`config.mk`:
```
export PLATFORM = sky130hd
export DESIGN_NAME = bus_transfer_ctrl
export DESIGN_NICKNAME = d
export VERILOG_FILES = /design/src/rtl/bus_ctrl_pkg.sv /design/src/rtl/cmd_fifo.sv /design/src/rtl/bus_transfer_ctrl.sv
export SDC_FILE = /design/constraint.sdc
export NUM_CORES = 1
export LEC_CHECK = 0
export ABC_CLOCK_PERIOD_IN_PS = 3720
export CORE_ASPECT_RATIO = 0.5
export CORE_MARGIN = 5
export CORE_UTILIZATION = 30
export DETAILED_ROUTE_END_ITERATION = 16
export PLACE_DENSITY_LB_ADDON = 0.3
export SKIP_CTS_REPAIR_TIMING = 1
export SYNTH_ARGS = -nofsm -noshare
export SYNTH_HDL_FRONTEND = slang
export SYNTH_SLANG_ARGS = --single-unit
```
`constraint.sdc`:
```
create_clock -name clk -period 3.72 [get_ports clk]
set_clock_uncertainty 0.1 [all_clocks]
set_input_delay 0.372 -clock clk [delete_from_list [all_inputs] [get_ports clk]]
set_output_delay 0.372 -clock clk [all_outputs]
set_load 0.005 [all_outputs]
```
`src/rtl/bus_ctrl_pkg.sv`:
```
// Shared types and helpers for the destination-side bus transfer sequencer.
// Holds the FSM state encoding, the queued command layout and the load-strobe decode.
package bus_ctrl_pkg;

   localparam int BUS_SEL_W = 3;
   localparam int NUM_PORTS = 8;

   typedef enum logic [1:0] {
      IDLE   = 2'd0,
      SETTLE = 2'd1,
      LOAD   = 2'd2
   } state_t;

   typedef struct packed {
      logic [BUS_SEL_W-1:0] src;
      logic [BUS_SEL_W-1:0] dst;
   } cmd_t;

   function automatic logic [NUM_PORTS-1:0] onehot8(input logic [BUS_SEL_W-1:0] idx);
      logic [NUM_PORTS-1:0] vec;
      vec      = '0;
      vec[idx] = 1'b1;
      return vec;
   endfunction

endpackage

```
`src/rtl/cmd_fifo.sv`:
```
// First-word-fall-through command queue; the head entry is visible on rdata while not empty.
// Pointers wrap naturally because DEPTH is a power of two.
module cmd_fifo #(
   parameter int DEPTH = 4,
   parameter int W     = 6
) (
   input  logic                   clk,
   input  logic                   rst_n,
   input  logic                   push,
   input  logic                   pop,
   input  logic [W-1:0]           wdata,
   output logic [W-1:0]           rdata,
   output logic                   full,
   output logic                   empty,
   output logic [$clog2(DEPTH):0] count
);

   localparam int AW = $clog2(DEPTH);
   localparam int CW = AW + 1;
   localparam logic [CW-1:0] FULL_CNT = CW'(DEPTH);

   logic [W-1:0]  mem [DEPTH];
   logic [AW-1:0] wr_ptr_reg;
   logic [AW-1:0] rd_ptr_reg;
   logic [CW-1:0] count_reg;
   logic          do_push;
   logic          do_pop;

   // Full and empty come from the registered count, so a push into an empty
   // queue can never be popped in the same cycle, and a full queue refuses pushes
   // even when a pop is happening.
   assign full    = (count_reg == FULL_CNT);
   assign empty   = (count_reg == '0);
   assign do_push = push && !full;
   assign do_pop  = pop && !empty;
   assign count   = count_reg;
   assign rdata   = mem[rd_ptr_reg];

   always_ff @(posedge clk) begin
      if (do_push) begin
         mem[wr_ptr_reg] <= wdata;
      end
   end

   always_ff @(posedge clk or negedge rst_n) begin
      if (!rst_n) begin
         wr_ptr_reg <= '0;
         rd_ptr_reg <= '0;
         count_reg  <= '0;
      end else begin
         if (do_push) begin
            wr_ptr_reg <= wr_ptr_reg + 1'b1;
         end
         if (do_pop) begin
            rd_ptr_reg <= rd_ptr_reg + 1'b1;
         end
         case ({do_push, do_pop})
            2'b10:   count_reg <= count_reg + 1'b1;
            2'b01:   count_reg <= count_reg - 1'b1;
            default: count_reg <= count_reg;
         endcase
      end
   end

endmodule

```
`src/rtl/bus_transfer_ctrl.sv`:
```
// Sequences queued {src, dst} bus transfers: select the source, let the bus settle,
// strobe the destination load enable, then capture the transferred value and pulse done.
module bus_transfer_ctrl
   import bus_ctrl_pkg::*;
#(
   parameter int DEPTH = 4,
   parameter int BUS_W = 8
) (
   input  logic                 clk,
   input  logic                 rst_n,
   input  logic                 cmd_valid,
   output logic                 cmd_ready,
   input  logic [BUS_SEL_W-1:0] cmd_src,
   input  logic [BUS_SEL_W-1:0] cmd_dst,
   output logic [BUS_SEL_W-1:0] bus_sel,
   input  logic [BUS_W-1:0]     bus_data,
   output logic [NUM_PORTS-1:0] load_en,
   output logic [BUS_W-1:0]     capture,
   output logic                 done,
   output logic                 busy
);

   localparam int CW = $clog2(DEPTH) + 1;

   state_t               state_reg;
   state_t               state_next;
   logic [BUS_SEL_W-1:0] cur_dst_reg;
   logic [BUS_SEL_W-1:0] cur_dst_next;
   logic [BUS_SEL_W-1:0] bus_sel_reg;
   logic [BUS_SEL_W-1:0] bus_sel_next;
   logic [NUM_PORTS-1:0] load_en_reg;
   logic [NUM_PORTS-1:0] load_en_next;
   logic [BUS_W-1:0]     capture_reg;
   logic [BUS_W-1:0]     capture_next;
   logic                 done_reg;
   logic                 done_next;

   cmd_t                 push_cmd;
   cmd_t                 head_cmd;
   logic                 fifo_pop;
   logic                 fifo_full;
   logic                 fifo_empty;
   logic [CW-1:0]        fifo_count;

   assign push_cmd.src = cmd_src;
   assign push_cmd.dst = cmd_dst;

   cmd_fifo #(
      .DEPTH (DEPTH),
      .W     ($bits(cmd_t))
   ) u_cmd_fifo (
      .clk   (clk),
      .rst_n (rst_n),
      .push  (cmd_valid),
      .pop   (fifo_pop),
      .wdata (push_cmd),
      .rdata (head_cmd),
      .full  (fifo_full),
      .empty (fifo_empty),
      .count (fifo_count)
   );

   assign cmd_ready = !fifo_full;
   assign busy      = (state_reg != IDLE) || (fifo_count != '0);
   assign bus_sel   = bus_sel_reg;
   assign load_en   = load_en_reg;
   assign capture   = capture_reg;
   assign done      = done_reg;

   // load_en is registered on entry to LOAD, so it is high exactly for the LOAD cycle.
   always_comb begin
      state_next   = state_reg;
      cur_dst_next = cur_dst_reg;
      bus_sel_next = bus_sel_reg;
      load_en_next = '0;
      capture_next = capture_reg;
      done_next    = 1'b0;
      fifo_pop     = 1'b0;

      case (state_reg)
         IDLE: begin
            if (!fifo_empty) begin
               fifo_pop     = 1'b1;
               cur_dst_next = head_cmd.dst;
               bus_sel_next = head_cmd.src;
               state_next   = SETTLE;
            end
         end
         SETTLE: begin
            load_en_next = onehot8(cur_dst_reg);
            state_next   = LOAD;
         end
         LOAD: begin
            capture_next = bus_data;
            done_next    = 1'b1;
            if (!fifo_empty) begin
               fifo_pop     = 1'b1;
               cur_dst_next = head_cmd.dst;
               bus_sel_next = head_cmd.src;
               state_next   = SETTLE;
            end else begin
               state_next   = IDLE;
            end
         end
         default: begin
            state_next = IDLE;
         end
      endcase
   end

   always_ff @(posedge clk or negedge rst_n) begin
      if (!rst_n) begin
         state_reg   <= IDLE;
         cur_dst_reg <= '0;
         bus_sel_reg <= '0;
         load_en_reg <= '0;
         capture_reg <= '0;
         done_reg    <= 1'b0;
      end else begin
         state_reg   <= state_next;
         cur_dst_reg <= cur_dst_next;
         bus_sel_reg <= bus_sel_next;
         load_en_reg <= load_en_next;
         capture_reg <= capture_next;
         done_reg    <= done_next;
      end
   end

endmodule

```
After elaboration in Yosys (flattened, before gate mapping)
Memories as Yosys holds them, arrays and structs flattened. A register that Yosys moved wholly into a read port is not among the register bits.
Cells that the tools add are included.
{ "classes": {"add_sub_neg": 4, "reduce_logical": 14, "muxes": 12, "n_bitwise": 1, "n_lt_le_gt_ge": 2, "eq_ne": 6} }
{ "op_table": {"columns": ["cell", "count"], "rows": [
  ["two-way mux 8 bit", 1],
  ["two-way mux 1 bit", 7],
  ["one-hot mux 2 bit (3 select lines)", 1],
  ["one-hot mux 3 bit (2 select lines)", 1],
  ["adder 2 x 1 -> 2 bit, second input constant", 2],
  ["equality test 2 x 1 -> 1 bit, second input constant", 2],
  ["equality test 2 bit, second input constant", 2],
  ["< comparator 3 x 4 -> 1 bit, second input constant", 1],
  ["nonzero test 2 bit", 2],
  ["adder 3 x 1 -> 3 bit, second input constant", 1],
  ["demux 1 bit (select 3 bit)", 1],
  ["equality test 3 bit, second input constant", 1],
  ["greater-or-equal comparator 3 x 1 -> 1 bit, second input constant", 1],
  ["logical AND 1 bit", 3],
  ["zero test 1 bit", 3],
  ["zero test 3 bit", 1],
  ["nonzero test 3 bit", 1],
  ["subtractor 3 x 1 -> 3 bit, second input constant", 1],
  ["zero test 2 bit", 1],
  ["two-way mux 2 bit", 1],
  ["!= test 2 bit, second input constant", 1],
  ["AND reduction 2 bit", 1],
  ["OR reduction 2 bit", 1],
  ["logical OR 1 bit", 1],
  ["NOT 1 bit", 1]
]} }
{ "word_totals": {"inputBits": 17, "ramBits": 24, "ff_bits": 26, "memories": 1, "wordCells": 47} }
{ "mem_list": {"columns": ["name", "words", "width", "rd", "rd_clocked_by_memory_dff", "wr", "line_no", "rtl"], "rows": [
  ["u_cmd_fifo.mem", 4, 6, 1, 1, 1, "cmd_fifo.sv:22", "logic [W-1:0] mem [DEPTH];"]
]} }

Depth between registers and ports, before layout
{ "depth": {"ltp_word": 6, "ltp_mapped": 9, "depth_no_buf": 9} }

Hierarchy
A second synthesis with hierarchy kept.
{ "hier_totals": {"cells_unflattened": 131, "hier_area_um2": 2245.9} }
{ "by_module_without_submodules": {"columns": ["mod", "area_per_inst_um2", "cells_each", "seq_area_each_um2", "instances"], "rows": [
  ["cmd_fifo", 1306.3, 69, 895.9, 1],
  ["bus_transfer_ctrl", 939.7, 62, 625.6, 1]
]} }

Worst setup path after synthesis
No wires, ideal clock.
{ "synth_timing": {"path_type": "register to register", "startpoint": "reg u_cmd_fifo.count_reg[0], in the netlist u_cmd_fifo.count[0]", "endpoint": "reg u_cmd_fifo.count_reg[2], in the netlist u_cmd_fifo.count[2]", "required_time_ps": 3541, "path_stages_with_launch": 10, "arrival_ps": 1994, "period_less_slack_ps": 2173, "path_slack_ps": 1547, "cell_sequence": "dfrtp_1 or3b_4 and2_4 inv_1 ha_1 inv_1 fa_1 xor2_1 nor2_1 xor2_1"} }
{ "synth_via": {"word_cells_on_any_way": 14, "classes_between": "add/sub: 2; eq/ne: 3; mux: 3; reduce/logical: 6"} }
{ "synth_rtl": {"columns": ["item", "line_no", "rtl"], "rows": [
  ["start, declared", "cmd_fifo.sv:25", "logic [CW-1:0] count_reg;"],
  ["start signal, assigned", "cmd_fifo.sv:58", "2'b10: count_reg <= count_reg + 1'b1;"],
  ["start signal, assigned", "cmd_fifo.sv:59", "2'b01: count_reg <= count_reg - 1'b1;"],
  ["start signal, assigned", "cmd_fifo.sv:60", "default: count_reg <= count_reg;"],
  ["equality test 3 bit *", "cmd_fifo.sv:32", "assign full = (count_reg == FULL_CNT);"],
  ["zero test 1 bit *", null, null],
  ["net cmd_ready", "bus_transfer_ctrl.sv:12", "output logic cmd_ready,"],
  ["logical AND 1 bit *", "cmd_fifo.sv:34", "assign do_push = push && !full;"],
  ["equality test 2 x 1 -> 1 bit or equality test 2 bit (tied branches)", "cmd_fifo.sv:57", "case ({do_push, do_pop})"],
  ["one-hot mux 3 bit (2 select lines) or nonzero test 2 bit (tied branches)", null, null]
]} }
Mark *: on every way through the listed nets, which the timed path passes. The rest lies on a longest branch.
A chain may end at the register's enable or synchronous reset.

Worst setup path in the final report
{ "layout_timing": {"startpoint": "reg u_cmd_fifo.count_reg[0], in the netlist u_cmd_fifo.count[0]", "endpoint": "reg u_cmd_fifo.count_reg[2], in the netlist u_cmd_fifo.count[2]"} }
{ "layout_via": {"elab_chain_len": 6, "word_cells_on_any_way": 14, "classes_between": "add/sub: 2; eq/ne: 3; mux: 3; reduce/logical: 6"} }
{ "layout_lines": {"columns": ["item", "line_no", "rtl"], "rows": [
  ["zero test 3 bit", "cmd_fifo.sv:33", "assign empty = (count_reg == '0);"],
  ["two-way mux 1 bit", "bus_transfer_ctrl.sv:82, bus_transfer_ctrl.sv:96", null],
  ["two-way mux 1 bit", null, null],
  ["logical AND 1 bit", "cmd_fifo.sv:35", "assign do_pop = pop && !empty;"],
  ["equality test 2 x 1 -> 1 bit or equality test 2 bit (tied branches)", "cmd_fifo.sv:57", null],
  ["one-hot mux 3 bit (2 select lines) or nonzero test 2 bit (tied branches)", null, null]
]} }
Parallel ways exist; a longest one is shown, timed or not.

==> flow_summary.yaml <==
timing:
  rsz0062_at_grt: "false"
  worst_pin_slew_ns: 0.4681
  drv_slew: 0
  hold_viol: 0
  finalCritPeriodShare: 0.6091
  relSlewSlack: 0.6876
  period_minus_slack_ns: 2.266
  finalSetupTns_ns: 0
  setup_violations: 0
  max_freq_ghz: 0.4413
critical_path:
  critPathBufInv: 2
  cp_slowest_cell: "or3b_4"
  arrival_ns: 2.38
  cp-start-kind: "flop"
  path_cells: "or3b_4 -> and2_4 -> inv_1 -> ha_1 -> inv_1 -> fa_1 -> xor2_1 -> nor2_1 -> xor2_1"
  cp.depth: 9
  critical_path.max_stage_delay_ns: 0.44
  required_ns: 3.83
  cp_top_family: "simple AND/OR/NAND/NOR gates"
  cp_max_fo: 6
  end_kind: "flop"
  worst-setup-path-type: "flop to flop"
  rr_worst_depth: 9
placement:
  portBuffers: 38
  gp_congestion: 0.7130
  hpwl_um: 2594
drt:
  viasPerCell: 4.182
  dr_total_vias: 1104
  wl_met2_um: 1728
  antenna_left: 0
  wl_um: 3644
  initialDrtViolationCount: 42
  drcViolationCount: 0
  drt-pass1-iter-count: 4
  top_layer: "met4"
  wl_met3_um: 224
  wl_met1_um: 1657
  wl_per_cell_um: 13.80
floorplanning:
  start_util: 0.3156
  ioPinCount: 39
  die_w_um: 130.1
  die_area_mm2: 0.009117
  die_y_um: 70.07
  rows: 21
  coreArea_mm2: 0.006858
layout:
  largest_register_ffs: 24
  final_common_cell: "clkdlybuf4s50_1"
  num_antenna_cells: 0
  layout.nets: 194
  fill_cells: 599
  syn_to_final_growth_pct: 29.31
  final_cell_mix: "clkdlybuf4s50_1 (38), dfrtp_1 (32), edfxtp_1 (24)"
  drive_gt1_frac: 0.1860
clocking:
  cts_buffers: 5
  clk_latency_ns: 0.28
  cts_tree: "yes"
  root_buffer: "clkbuf_16"
  cts_max_path_buffers: 2
  htree_levels: 2
  clkTransAtPathRegs_ns: 0.07
  cts_sinks: 56
yosys:
  ys_seq_elements: 56
  netlist_area_mm2: 0.002165
  synth.distinct_cells: 23
  yosysTopAreaCellShare: 0.3699
  ys_seq_area_frac: 0.7029
  synth.area.top_cells: "dfrtp_1 (37%), edfxtp_1 (33%), mux2_2 (7.3%)"
  synth_top_area_cell: "dfrtp_1"
  synthCells: 128
  syn_nets: 151
  ys_warn_count: 0
  syn_area_per_cell_um2: 16.91
grt:
  grt_remaining_overflow: 0
  grt_pass1_wl_um: 6375
  grt_pass1_vias: 1247
  grt_max_degree: 33
  grt_usage: 0.09023
  antenna_found_initial: 0
power:
  worst_ir_drop_vdd_v: 0.0002261
  power_mw: 2.209
  powerDensity_mw_per_mm2: 789.2
  power.leakage_nw: 1.110
hold_path:
  hold_class: "primary input to async pin"
job:
  maxCapViolations: 0
status:
  status: "finished, final reports clean"
-- path summary, 6_finish.rpt --
check,start,end,slack [ns]
max in group asynchronous,rst_n,capture[4],2.83
min in group clk,u_cmd_fifo.count[2],u_cmd_fifo.count[2],0.39
max reg2reg,u_cmd_fifo.count[0],u_cmd_fifo.count[2],1.45
min,rst_n,bus_sel[2],0.39
max,u_cmd_fifo.count[0],u_cmd_fifo.count[2],1.45
min reg2reg,u_cmd_fifo.count[2],u_cmd_fifo.count[2],0.39
-- per-layer routing --
metal  vias to the layer above  GRT usage
met5                         -          0
met4                         0    0.03111
met3                         2    0.02970
met2                        23     0.1447
met1                       545     0.1143
li1                        534          -
-- final cells by class --
cell class | count | area, µm² | area share
inverter | 7 | 26.28 | 0.009388
tap | 92 | 115.1 | 0.04113
timing repair buffer | 39 | 387.9 | 0.1386
multi-input combinational | 62 | 603.1 | 0.2155
clock buffer | 6 | 128.9 | 0.04604
clock inverter | 2 | 16.27 | 0.005811
sequential | 56 | 1521 | 0.5436
-- power breakdown --
group / leakage, nW / internal, mW / switching [mW] / total [mW]
Clock: 0.0671 / 0.251 / 0.204 / 0.455
Sequential: 0.613 / 0.861 / 0.143 / 1.00
Combinational: 0.431 / 0.463 / 0.286 / 0.749
Total: 1.11 / 1.58 / 0.633 / 2.21
-- Yosys cell counts, drive strengths merged --
cell    count
nand2       3
xnor2       2
nor3        3
nand2b      4
xor2        4
mux2       15
nor2       10
mux2i       1
buf         3
nor3b       1
mux4        6
fa          1
nor2b       1
and2        1
or3b        1
ha          5
edfxtp     24
dfrtp      32
and3        4
inv         7
-- metrics by stage --
stage | hold slack [ns] | utilization | cell area (µm²) | worst slack [ns] | cells
final | 0.3857 | 0.4081 | 2799 | 1.454 | 264
after global routing | 0.4119 | 0.4081 | 2799 | 1.326 | 264
after CTS | 0.3927 | 0.4081 | 2799 | 1.442 | 264
after global placement | 0.3754 | 0.3870 | 2654 | 1.509 | 256
after floorplan | -0.02359 | - | 2165 | 1.547 | 128
after detailed placement | 0.3838 | 0.3870 | 2654 | 1.459 | 256
-- kinds of logic after synthesis --
logic type                 count (synthesis)  share of synthesized area
xor gates and xnor gates                   6                    0.02428
adders and majority gates                  6                    0.03815
buffers and inverters                     10                    0.01850
DFF                                       56                     0.7029
muxes                                     22                     0.1468
and+or+nand+nor                           28                    0.06936
No activity file was read; power rests on OpenSTA's default activity.
